<file path="config.mk">
export PLATFORM = sky130hd
export DESIGN_NAME = calc_job_scheduler_flat
export DESIGN_NICKNAME = d
export VERILOG_FILES = /design/src/rtl/calc_job_scheduler_pkg.sv /design/src/rtl/calc_job_scheduler_if.sv /design/src/rtl/calc_job_scheduler_arb.sv /design/src/rtl/calc_job_scheduler.sv /design/src/flat_wrapper.sv
export SDC_FILE = /design/constraint.sdc
export NUM_CORES = 1
export LEC_CHECK = 0
export ABC_AREA = 1
export BUFFER_PORTS_ARGS = -buffer_cell sky130_fd_sc_hd__buf_2
export CORE_ASPECT_RATIO = 1.2
export CORE_MARGIN = 1
export CORE_UTILIZATION = 55
export DETAILED_ROUTE_END_ITERATION = 16
export GPL_TIMING_DRIVEN = 1
export PLACE_DENSITY_LB_ADDON = 0.3
export SETUP_SLACK_MARGIN = 0.02
export SLEW_MARGIN = 10
export SYNTH_ARGS = -nofsm -noshare
export SYNTH_HDL_FRONTEND = slang
export SYNTH_SLANG_ARGS = --single-unit
</file>
<file path="constraint.sdc">
create_clock -name Clk -period 3.6 [get_ports Clk]
set_clock_uncertainty 0.15 [all_clocks]
set_input_delay 0.54 -clock Clk [delete_from_list [all_inputs] [get_ports Clk]]
set_output_delay 0.54 -clock Clk [all_outputs]
set_load 0.02 [all_outputs]
</file>
<file path="src/rtl/calc_job_scheduler_pkg.sv">
// Shared state encoding, calculator memory map and opcode set for the job scheduler.
package calc_seq_pkg;

   typedef enum logic [2:0] {
      ST_IDLE,
      ST_LOAD,
      ST_ISSUE,
      ST_GAP,
      ST_WAIT,
      ST_DONE
   } state_t;

   localparam logic [7:0] ADDR_A   = 8'd0;
   localparam logic [7:0] ADDR_B   = 8'd1;
   localparam logic [7:0] ADDR_SEL = 8'd2;

   // Step 3 of a job is the transfer start rather than a memory write.
   localparam logic [1:0] STEP_START = 2'd3;

   localparam logic [3:0] OP_0  = 4'd0;
   localparam logic [3:0] OP_1  = 4'd1;
   localparam logic [3:0] OP_2  = 4'd2;
   localparam logic [3:0] OP_3  = 4'd3;
   localparam logic [3:0] OP_4  = 4'd4;
   localparam logic [3:0] OP_5  = 4'd5;
   localparam logic [3:0] OP_6  = 4'd6;
   localparam logic [3:0] OP_7  = 4'd7;
   localparam logic [3:0] OP_8  = 4'd8;
   localparam logic [3:0] OP_11 = 4'd11;
   localparam logic [3:0] OP_12 = 4'd12;

   function automatic logic op_is_valid(input logic [3:0] op);
      case (op)
         OP_0, OP_1, OP_2, OP_3, OP_4, OP_5, OP_6, OP_7, OP_8, OP_11, OP_12:
            op_is_valid = 1'b1;
         default:
            op_is_valid = 1'b0;
      endcase
   endfunction

endpackage

</file>
<file path="src/rtl/calc_job_scheduler_if.sv">
// Requester fabric plus calculator host-port signals seen by the scheduler.
interface calc_job_scheduler_if;
   logic        Req0Valid;
   logic        Req1Valid;
   logic [7:0]  Req0A;
   logic [7:0]  Req0B;
   logic [7:0]  Req1A;
   logic [7:0]  Req1B;
   logic [3:0]  Req0Op;
   logic [3:0]  Req1Op;
   logic        Req0Ack;
   logic        Req1Ack;
   logic        Done;
   logic        DoneId;
   logic        Error;
   logic        SeqBusy;
   logic        ValidCmd;
   logic        Active;
   logic        Mode;
   logic        RW;
   logic [7:0]  Addr;
   logic [31:0] DataIn;
   logic        Busy;

   modport master (
      input  Req0Valid, Req1Valid, Req0A, Req0B, Req1A, Req1B, Req0Op, Req1Op, Busy,
      output Req0Ack, Req1Ack, Done, DoneId, Error, SeqBusy,
             ValidCmd, Active, Mode, RW, Addr, DataIn
   );

   modport slave (
      output Req0Valid, Req1Valid, Req0A, Req0B, Req1A, Req1B, Req0Op, Req1Op, Busy,
      input  Req0Ack, Req1Ack, Done, DoneId, Error, SeqBusy,
             ValidCmd, Active, Mode, RW, Addr, DataIn
   );
endinterface

</file>
<file path="src/rtl/calc_job_scheduler_arb.sv">
// Two-way round-robin arbiter; the pointer remembers the last granted requester.
module rr_arbiter2 (
   input  logic       i_clk,
   input  logic       i_rst,
   input  logic       i_en,
   input  logic [1:0] i_req,
   output logic [1:0] o_gnt
);

   logic r_last;

   always_comb begin
      o_gnt = 2'b00;
      if (i_en) begin
         if (i_req == 2'b11) begin
            o_gnt = r_last ? 2'b01 : 2'b10;
         end else begin
            o_gnt = i_req;
         end
      end
   end

   // Pointer resets to 1 so requester 0 wins the first contended grant.
   always_ff @(posedge i_clk or posedge i_rst) begin
      if (i_rst) begin
         r_last <= 1'b1;
      end else if (o_gnt != 2'b00) begin
         r_last <= o_gnt[1];
      end
   end

endmodule

</file>
<file path="src/rtl/calc_job_scheduler.sv">
// Shares one Binary_Calculator between two requesters: writes A, B and Sel to
// addresses 0..2, starts the transfer, and paces every command on Busy.
module calc_job_scheduler
   import calc_seq_pkg::*;
#(
   parameter int GAP     = 2,
   parameter int TIMEOUT = 2000
) (
   input  logic                 Clk,
   input  logic                 Rst,
   calc_job_scheduler_if.master bus
);

   localparam int CNT_MAX = (TIMEOUT > GAP) ? TIMEOUT : GAP;
   localparam int CNT_W   = $clog2(CNT_MAX + 1);
   localparam logic [CNT_W-1:0] GAP_LAST  = CNT_W'(GAP - 1);
   localparam logic [CNT_W-1:0] WAIT_LAST = CNT_W'(TIMEOUT - 1);

   state_t           r_state, w_state_nxt;
   logic [1:0]       r_step,  w_step_nxt;
   logic [CNT_W-1:0] r_cnt,   w_cnt_nxt;
   logic             r_err,   w_err_nxt;
   logic [7:0]       r_a;
   logic [7:0]       r_b;
   logic [3:0]       r_op;
   logic             r_id;
   logic             w_arb_en;
   logic [1:0]       w_gnt;
   logic             w_grant;
   logic             w_cmd_phase;

   assign w_arb_en = (r_state == ST_IDLE) && !bus.Busy;
   assign w_grant  = |w_gnt;

   rr_arbiter2 u_arb (
      .i_clk (Clk),
      .i_rst (Rst),
      .i_en  (w_arb_en),
      .i_req ({bus.Req1Valid, bus.Req0Valid}),
      .o_gnt (w_gnt)
   );

   // Job fields are captured on the granting edge; they are only observed
   // while a job is in flight, so they carry no reset.
   always_ff @(posedge Clk) begin
      if (w_grant) begin
         r_a  <= w_gnt[1] ? bus.Req1A  : bus.Req0A;
         r_b  <= w_gnt[1] ? bus.Req1B  : bus.Req0B;
         r_op <= w_gnt[1] ? bus.Req1Op : bus.Req0Op;
         r_id <= w_gnt[1];
      end
   end

   always_ff @(posedge Clk or posedge Rst) begin
      if (Rst) begin
         r_state <= ST_IDLE;
         r_step  <= 2'd0;
         r_cnt   <= '0;
         r_err   <= 1'b0;
      end else begin
         r_state <= w_state_nxt;
         r_step  <= w_step_nxt;
         r_cnt   <= w_cnt_nxt;
         r_err   <= w_err_nxt;
      end
   end

   always_comb begin
      w_state_nxt = r_state;
      w_step_nxt  = r_step;
      w_cnt_nxt   = r_cnt;
      w_err_nxt   = r_err;
      case (r_state)
         ST_IDLE: begin
            if (w_grant) begin
               w_state_nxt = ST_LOAD;
            end
         end
         ST_LOAD: begin
            w_step_nxt = 2'd0;
            w_cnt_nxt  = '0;
            if (op_is_valid(r_op)) begin
               w_state_nxt = ST_ISSUE;
               w_err_nxt   = 1'b0;
            end else begin
               w_state_nxt = ST_DONE;
               w_err_nxt   = 1'b1;
            end
         end
         ST_ISSUE: begin
            w_state_nxt = ST_GAP;
            w_cnt_nxt   = '0;
         end
         ST_GAP: begin
            // Busy is deliberately not looked at here; the calculator needs
            // a few cycles before its Busy reflects the command just issued.
            if (r_cnt == GAP_LAST) begin
               w_state_nxt = ST_WAIT;
               w_cnt_nxt   = '0;
            end else begin
               w_cnt_nxt = r_cnt + 1'b1;
            end
         end
         ST_WAIT: begin
            if (!bus.Busy) begin
               w_cnt_nxt = '0;
               if (r_step == STEP_START) begin
                  w_state_nxt = ST_DONE;
                  w_err_nxt   = 1'b0;
               end else begin
                  w_state_nxt = ST_ISSUE;
                  w_step_nxt  = r_step + 2'd1;
               end
            end else if (r_cnt == WAIT_LAST) begin
               w_state_nxt = ST_DONE;
               w_err_nxt   = 1'b1;
            end else begin
               w_cnt_nxt = r_cnt + 1'b1;
            end
         end
         ST_DONE: begin
            w_state_nxt = ST_IDLE;
            w_step_nxt  = 2'd0;
            w_cnt_nxt   = '0;
         end
         default: begin
            w_state_nxt = ST_IDLE;
         end
      endcase
   end

   assign w_cmd_phase = (r_state == ST_ISSUE) || (r_state == ST_GAP) || (r_state == ST_WAIT);

   // Command fields follow the step for the whole ISSUE/GAP/WAIT window.
   always_comb begin
      bus.Mode   = 1'b0;
      bus.RW     = 1'b0;
      bus.Addr   = 8'd0;
      bus.DataIn = 32'd0;
      if (w_cmd_phase) begin
         case (r_step)
            2'd0: begin
               bus.Mode   = 1'b1;
               bus.RW     = 1'b1;
               bus.Addr   = ADDR_A;
               bus.DataIn = {24'd0, r_a};
            end
            2'd1: begin
               bus.Mode   = 1'b1;
               bus.RW     = 1'b1;
               bus.Addr   = ADDR_B;
               bus.DataIn = {24'd0, r_b};
            end
            2'd2: begin
               bus.Mode   = 1'b1;
               bus.RW     = 1'b1;
               bus.Addr   = ADDR_SEL;
               bus.DataIn = {28'd0, r_op};
            end
            default: begin
               bus.Mode   = 1'b0;
               bus.RW     = 1'b0;
               bus.Addr   = 8'd0;
               bus.DataIn = 32'd0;
            end
         endcase
      end
   end

   always_comb begin
      bus.ValidCmd = (r_state == ST_ISSUE);
      bus.Active   = (r_state == ST_ISSUE);
      bus.Req0Ack  = (r_state == ST_LOAD) && !r_id;
      bus.Req1Ack  = (r_state == ST_LOAD) &&  r_id;
      bus.Done     = (r_state == ST_DONE);
      bus.DoneId   = (r_state == ST_DONE) && r_id;
      bus.Error    = (r_state == ST_DONE) && r_err;
      bus.SeqBusy  = (r_state != ST_IDLE);
   end

endmodule

</file>
<file path="src/flat_wrapper.sv">
// flat-port wrapper written by rule: the top's interface ports become plain ports
module calc_job_scheduler_flat import calc_seq_pkg::*;
#(
   parameter int GAP     = 2,
   parameter int TIMEOUT = 2000
)
  (Clk, Rst, bus_Req0Valid, bus_Req1Valid, bus_Req0A, bus_Req0B, bus_Req1A, bus_Req1B, bus_Req0Op, bus_Req1Op, bus_Busy, bus_Req0Ack, bus_Req1Ack, bus_Done, bus_DoneId, bus_Error, bus_SeqBusy, bus_ValidCmd, bus_Active, bus_Mode, bus_RW, bus_Addr, bus_DataIn);
  calc_job_scheduler_if bus_i ();
  input  logic Clk;
  input  logic Rst;
  input wire logic [$bits(bus_i.Req0Valid)-1:0] bus_Req0Valid;
  input wire logic [$bits(bus_i.Req1Valid)-1:0] bus_Req1Valid;
  input wire logic [$bits(bus_i.Req0A)-1:0] bus_Req0A;
  input wire logic [$bits(bus_i.Req0B)-1:0] bus_Req0B;
  input wire logic [$bits(bus_i.Req1A)-1:0] bus_Req1A;
  input wire logic [$bits(bus_i.Req1B)-1:0] bus_Req1B;
  input wire logic [$bits(bus_i.Req0Op)-1:0] bus_Req0Op;
  input wire logic [$bits(bus_i.Req1Op)-1:0] bus_Req1Op;
  input wire logic [$bits(bus_i.Busy)-1:0] bus_Busy;
  output wire logic [$bits(bus_i.Req0Ack)-1:0] bus_Req0Ack;
  output wire logic [$bits(bus_i.Req1Ack)-1:0] bus_Req1Ack;
  output wire logic [$bits(bus_i.Done)-1:0] bus_Done;
  output wire logic [$bits(bus_i.DoneId)-1:0] bus_DoneId;
  output wire logic [$bits(bus_i.Error)-1:0] bus_Error;
  output wire logic [$bits(bus_i.SeqBusy)-1:0] bus_SeqBusy;
  output wire logic [$bits(bus_i.ValidCmd)-1:0] bus_ValidCmd;
  output wire logic [$bits(bus_i.Active)-1:0] bus_Active;
  output wire logic [$bits(bus_i.Mode)-1:0] bus_Mode;
  output wire logic [$bits(bus_i.RW)-1:0] bus_RW;
  output wire logic [$bits(bus_i.Addr)-1:0] bus_Addr;
  output wire logic [$bits(bus_i.DataIn)-1:0] bus_DataIn;
  assign bus_i.Req0Valid = bus_Req0Valid;
  assign bus_i.Req1Valid = bus_Req1Valid;
  assign bus_i.Req0A = bus_Req0A;
  assign bus_i.Req0B = bus_Req0B;
  assign bus_i.Req1A = bus_Req1A;
  assign bus_i.Req1B = bus_Req1B;
  assign bus_i.Req0Op = bus_Req0Op;
  assign bus_i.Req1Op = bus_Req1Op;
  assign bus_i.Busy = bus_Busy;
  assign bus_Req0Ack = bus_i.Req0Ack;
  assign bus_Req1Ack = bus_i.Req1Ack;
  assign bus_Done = bus_i.Done;
  assign bus_DoneId = bus_i.DoneId;
  assign bus_Error = bus_i.Error;
  assign bus_SeqBusy = bus_i.SeqBusy;
  assign bus_ValidCmd = bus_i.ValidCmd;
  assign bus_Active = bus_i.Active;
  assign bus_Mode = bus_i.Mode;
  assign bus_RW = bus_i.RW;
  assign bus_Addr = bus_i.Addr;
  assign bus_DataIn = bus_i.DataIn;
  calc_job_scheduler #(.GAP(GAP), .TIMEOUT(TIMEOUT)) u_core (.Clk(Clk), .Rst(Rst), .bus(bus_i));
endmodule
</file>
==> results.toml, run 1 <==
[job]
cap_violations = 0

[clock_tree]
h-tree-depth = 2
ctsHoldBuffers = 0
ctsResizeCount = 0
cts_setup_buffers = 0
numCtsBuffers = 5
cts_tree = "done"
cts_root_buffer = "clkbuf_8"
cts_sinks = 40
clockBufferDepth = 2
clk_latency_ns = 0.29
clkTransAtPathRegs_ns = 0.08

[synthesis]
netlist_area_um2 = 2810
synth_flop_cell = "edfxtp_1"
synth_seq_area_share_pct = 39.23
synth_area_per_cell_um2 = 7.434
synth-seq-cells = 40
synth.distinct_cells = 33
syn_inst = 378
synth_compound_area_share_pct = 5.165
synthAdderAreaFrac_pct = 3.117
synthTopCellsByArea = "edfxtp_1 22%, nand2_1 19%, dfrtp_1 15%"
synthSimpleGateAreaFrac_pct = 35.31
synth_edf_count = 21
synthArstFlopShare_pct = 45.00
synth_top_cell_area_share_pct = 22.44
synth_xor_area_share_pct = 0.3117
synth_mux_area_share_pct = 0
yosys_warnings = 0
yosysMostFrequentCell = "nand2_1"
synth_top_family_by_area = "simple AND/OR/NAND/NOR gates"
yosysTopAreaCell = "edfxtp_1"
synth_commonest_cells = "140 x nand2_1, 36 x inv_1, 32 x buf_4"

[finish]
nets = 492
diodes = 0
final_layout_size_suffix_gt1_share_pct = 21.09
stdcell_count = 501
synthToLayoutAreaGrowth_pct = 10.11

[global_routing]
grt_pass1_wl_um = 9404
grt_usage_pct = 22.93
grt_overflow = 0
antenna_found_initial = 0
grt_max_degree = 23
grt_pass1_vias = 2300

[die]
dieArea_um2 = 5400
ioPinCount = 95
die-width_um = 67.25
rows = 28
core_um2 = 4940
die_h_um = 80.30
initial_utilization_pct = 56.89

[timing]
rsz0062_at_grt = "no"
clock.fmax_ghz = 0.3751
tightest_slew_ns = 0.7182
slew_violations = 0
maxSlewHeadroom_pct = 52.07
finalSetupViolCount = 0
setup-tns-final_ns = 0
post-route-min-period_ns = 2.666
fin_crit_sh_pct = 74.04
hold_viol_final = 0

[place]
place_hpwl_um = 4394
finalWeightedCongestion = 0.8861
io_buffers = 64
numPlacedInstances = 493

[worst_hold_path]
hp-class = "input port to async pin"

[setup_path]
arrival_ns = 1.98
crit_slowest_cell = "dfrtp_1"
crit_path_max_fanout = 8
worstPathRequired_ns = 2.91
start_kind = "register"
cp_common_cell = "inv_1"
critical_path.top_delay_family = "simple AND/OR/NAND/NOR gates"
worstPathCellList = "nor2_4 > nand2_4 > nand2_1 > inv_1 > nor2_1 > inv_1 > a31oi_1 > buf_2"
crit_buf_inv = 3
crit_path_end_kind = "output port"
slowest_delay_ns = 0.43
path_class = "register to output port"

[power_and_ir_drop]
p_sw_mw = 0.1954
vdd_drop_max_mv = 0.2374
clkPwrFrac_pct = 34.0
intPower_mw = 0.6382
p_comb_share_pct = 8.2
p_sw_share_pct = 23.44
p_leak_nw = 1.665
power_mw = 0.8336
p_per_area_nw_per_um2 = 269.4
pwr-share-seq_pct = 57.8

[route]
drt-initial-drc-count = 136
routed_via_density = 4.834
vias = 2422
antenna_left = 0
drc = 0
wire_per_inst_um = 11.07
drt_pass1_iterations = 4
routed_wl_um = 5548

[run_status]
outcome = "complete, no violations"
-- routing by layer --
metal	part of all wire [%]	up-vias	track usage, %	wire length, um
li1	-	1260	-	-
met3	3.7	10	4.403	206
met4	1.9	0	9.574	108
met5	0	-	0	0
met1	42	1096	25.88	2319
met2	53	56	41.00	2915
-- final timing paths --
check / start / end / slack, ns / depth (start not counted)
max reg2reg: u_core.r_state[0] / register / 1.19 / 11
max: u_core.r_state[0] / bus_DataIn[1] / 0.93 / 8
min in group Clk: u_core.u_arb.r_last / u_core.u_arb.r_last / 0.34 / 2
max in group asynchronous: Rst / u_core.r_cnt[6] / 2.64 / 2
min: Rst / u_core.r_cnt[3] / 0.20 / 2
min reg2reg: u_core.u_arb.r_last / u_core.u_arb.r_last / 0.34 / 2
-- final cells by class --
cell class,count,area (um2)
fillers,482,1846
multi-input cells,286,1346
flip-flops and latches,40,1102
repair buffers,65,327.8
inverters,42,162.7
clock buffers,7,76.32
well taps,60,75.07
clock inverters,1,3.754
-- per-stage QoR --
step	setup WS [ns]	util [%]	area (um2)	hold WS, ns
global route	0.7674	62.64	3094	0.2721
finish	0.9344	62.64	3094	0.2017
detailed placement	0.9705	61.02	3014	0.3220
global placement	1.040	61.02	3014	0.3110
floorplan	1.179	-	2919	0.2939
CTS	0.9179	62.64	3094	0.2306
-- sequential cells by signal, summed over array words and instances, names as in the netlist, named ones only --
name,flops
u_core.r_cnt,11
u_core.r_a,8
u_core.r_b,8
u_core.r_op,4
u_core.r_state,3
u_core.r_step,2
u_core.r_err,1
u_core.r_id,1
u_core.u_arb.r_last,1
-- logic make-up after synthesis --
family | count (synthesis)
other | 1
buffers and inverters | 81
xor gates and xnor gates | 1
and+or+nand+nor | 221
DFF | 40
AOI/OAI and AO/OA | 27
adders and majority gates | 7
-- cell usage in the layout (no fill, tap or decap), drive strengths merged --
master | netlist | routed
nand2 | 145 | 145
buf | 39 | 65
inv | 42 | 42
nor2 | 33 | 33
conb | 1 | 30
nand3 | 29 | 29
edfxtp | 21 | 21
dfrtp | 17 | 17
o21ai | 12 | 12
a21oi | 9 | 9
nand4 | 7 | 7
ha | 7 | 7
clkbuf | 0 | 7
nor3 | 5 | 5
a31oi | 4 | 4
o21bai | 2 | 2
and2 | 1 | 1
nor3b | 1 | 1
xor2 | 1 | 1
dfxtp | 1 | 1
clkinv | 0 | 1
dfstp | 1 | 1
-- power groups by stage --
stage	sequential [mW]	combinational, mW	clock (mW)
finish	0.482	0.0684	0.284
global route	0.481	0.0778	0.315
CTS	0.481	0.0688	0.294
detailed placement	0.491	0.0688	0
global placement	0.491	0.0680	0
floorplan	0.491	0.0666	0
No activity file was read; power rests on OpenSTA's default activity.
==> run 2: changes to the inputs <==
Settings changed: ABC_AREA 1 to 0, CORE_UTILIZATION 55 to 50.
Clock period 3.6 ns to 2.67 ns, I/O delays scaled along.
==> run 2 against run 1 <==
Net effect: sequential cell count unchanged; sequential share of layout area increased by 1.1 points; combinational power increased to 20 times the previous value; clock-buffer cell count decreased by 2; die area increased by 3.1%; final cell count decreased by 24%; register-to-register slack got worse by 0.82 ns; critical path depth decreased by 2; largest power group is now combinational logic.
==> results.toml, run 2 <==
[timing]
finalSetupViolCount = 0
post-route-min-period_ns = 2.480
hold_viol_final = 0
fin_crit_sh_pct = 92.90
clock.fmax_ghz = 0.4031
slew_violations = 0
setup-tns-final_ns = 0
tightest_slew_ns = 0.7194
maxSlewHeadroom_pct = 51.99
rsz0062_at_grt = "no"

[synthesis]
synthArstFlopShare_pct = 45.00
synth_seq_area_share_pct = 41.81
synth_flop_cell = "edfxtp_1"
yosysMostFrequentCell = "buf_4"
netlist_area_um2 = 2636
synth_area_per_cell_um2 = 10.22
synth_edf_count = 21
synthTopCellsByArea = "edfxtp_1 24%, dfrtp_1 16%, buf_4 9.7%"
synth-seq-cells = 40
syn_inst = 258
yosysTopAreaCell = "edfxtp_1"
yosys_warnings = 0
synth_commonest_cells = "34 x buf_4, 21 x edfxtp_1, 17 x dfrtp_1"
synth.distinct_cells = 55
synth_top_cell_area_share_pct = 23.92

[finish]
top_regs = "u_core.r_cnt (11), u_core.r_a (8), u_core.r_b (8)"
diodes = 0
largest_register_ffs = 11
regMostFlops = "u_core.r_cnt"
final_cell_mix = "64 x buf_2, 30 x conb_1, 21 x edfxtp_1"
final_common_cell = "buf_2"
nets = 372
final_layout_size_suffix_gt1_share_pct = 28.66
synthToLayoutAreaGrowth_pct = 13.86
stdcell_area_um2 = 3002

[worst_hold_path]
hp-class = "input port to async pin"

[global_routing]
grt_overflow = 0
grt_max_degree = 24
grt_pass1_vias = 1886
grt_pass1_wl_um = 8493
grt_usage_pct = 20.28
antenna_found_initial = 0

[die]
die-width_um = 68.29
rows = 28
initial_utilization_pct = 52.62
dieArea_um2 = 5568
die_h_um = 81.54
ioPinCount = 95
core_um2 = 5010

[power_and_ir_drop]
p_leak_nw = 1.332
pwr-share-seq_pct = 31.3
p_comb_share_pct = 50.4
p_per_area_nw_per_um2 = 907.9
p_sw_share_pct = 43.03
intPower_mw = 1.553
p_sw_mw = 1.173
clkPwrFrac_pct = 18.3
vdd_drop_max_mv = 0.6220

[setup_path]
crit_path_end_kind = "output port"
start_kind = "register"
worstPathRequired_ns = 2.12
path_class = "register to output port"
crit_path_max_fanout = 16
arrival_ns = 1.93

[run_status]
outcome = "complete, no violations"

[route]
routed_via_density = 5.425
wire_per_inst_um = 13.62
routed_wl_um = 5191
drc = 0
antenna_left = 0
vias = 2067
drt_pass1_iterations = 4
drt-initial-drc-count = 127

[place]
place_hpwl_um = 3925
finalWeightedCongestion = 0.8141
io_buffers = 64
placed_area_um2 = 2885

[clock_tree]
clkTransAtPathRegs_ns = 0.08
ctsHoldBuffers = 0
cts_root_buffer = "clkbuf_8"
h-tree-depth = 2
numCtsBuffers = 5
cts_sinks = 40
clk_latency_ns = 0.29
cts_setup_buffers = 0
cts_tree = "done"
clockBufferDepth = 2

[job]
cap_violations = 0
[run 2: cell count changes in the layout (fill, tap and decap cells not counted), moves of 6 or more]
| cell | delta |
|---|---|
| nand2_1 | -130 |
| or4_1 | +6 |
| o31ai_1 | +6 |
| nand3_1 | -20 |
| buf_4 | +6 |
| mux2_1 | +16 |
| nor2_1 | -12 |
| inv_1 | -25 |
[run 2: cell families after synthesis]
| kind of cell | synth area share, % |
|---|---|
| AOI/OAI and AO/OA | 14.57 |
| xor gates and xnor gates | 0.3323 |
| adders and majority gates | 3.322 |
| buffers and inverters | 13.24 |
| DFF | 41.81 |
| muxes | 9.919 |
| other | 0.1422 |
| and+or+nand+nor | 16.66 |
[run 2: area by class of cell]
class / count / area (um2)
inverter: 11 / 41.29
clock inverter: 3 / 42.54
tap: 60 / 75.07
timing repair buffer: 71 / 372.9
clock buffer: 5 / 68.82
multi-input combinational: 191 / 1299
fill: 425 / 2008
sequential: 40 / 1102
[run 2: stage by stage]
stage / utilization, % / power (mW) / worst slack (ns) / instances / hold WS, ns
floorplan: - / 1.917 / 0.3133 / 287 / 0.1883
global placement: 57.59 / 2.217 / 0.3795 / 373 / 0.3509
detailed placement: 57.59 / 2.232 / 0.3415 / 373 / 0.3501
CTS: 59.82 / 2.736 / 0.09406 / 381 / 0.07768
global route: 59.92 / 2.923 / 0.04170 / 381 / 0.1198
finish: 59.92 / 2.725 / 0.1895 / 381 / 0.06524
[run 2: worst max-delay path, cell delays in order (launching register included)]
cell and delay (ns):
dfrtp_1 0.41, buf_4 0.20, nor2_2 0.20, a21oi_1 0.12
or2_2 0.39, nor2_1 0.15, buf_2 0.17
[run 2: final timing paths]
path	start	slack [ns]	endpoint	cells past startpoint
setup / recovery	u_core.r_state[0]	0.19	bus_DataIn[7]	6
hold / removal	Rst	0.07	u_core.r_cnt[3]	2
setup reg to reg	u_core.r_state[0]	0.37	register	8
hold reg to reg	u_core.u_arb.r_last	0.35	u_core.u_arb.r_last	2
max in group asynchronous	Rst	1.85	u_core.r_cnt[4]	2
min in group Clk	bus_Req1B[5]	0.24	u_core.r_b[5]	2
[run 2: metal layers]
| metal | vias up | track usage [%] | wire, um | share of wire [%] |
|---|---|---|---|---|
| met5 | - | 0 | 0 | 0 |
| met4 | 0 | 5.000 | 40 | 0.77 |
| met3 | 6 | 5.000 | 265 | 5.1 |
| met2 | 79 | 34.90 | 2681 | 52 |
| met1 | 959 | 25.00 | 2204 | 42 |
| li1 | 1023 | - | - | - |
[run 2: power by group through the flow]
stage	Sequential, mW	Combinational [mW]	Clock [mW]
6_report	0.853	1.37	0.499
5_1_grt	0.867	1.52	0.532
4_1_cts	0.853	1.37	0.510
3_5_place_dp	0.865	1.37	0
3_3_place_gp	0.859	1.36	0
2_1_floorplan	0.851	1.07	0
[run 2: repair_timing]
| item | in CTS | in global routing |
|---|---|---|
| hold endpoints to repair | 0 | 0 |
| setup endpoints to repair | 0 | 8 |
| gates resized for setup | 0 | 2 |
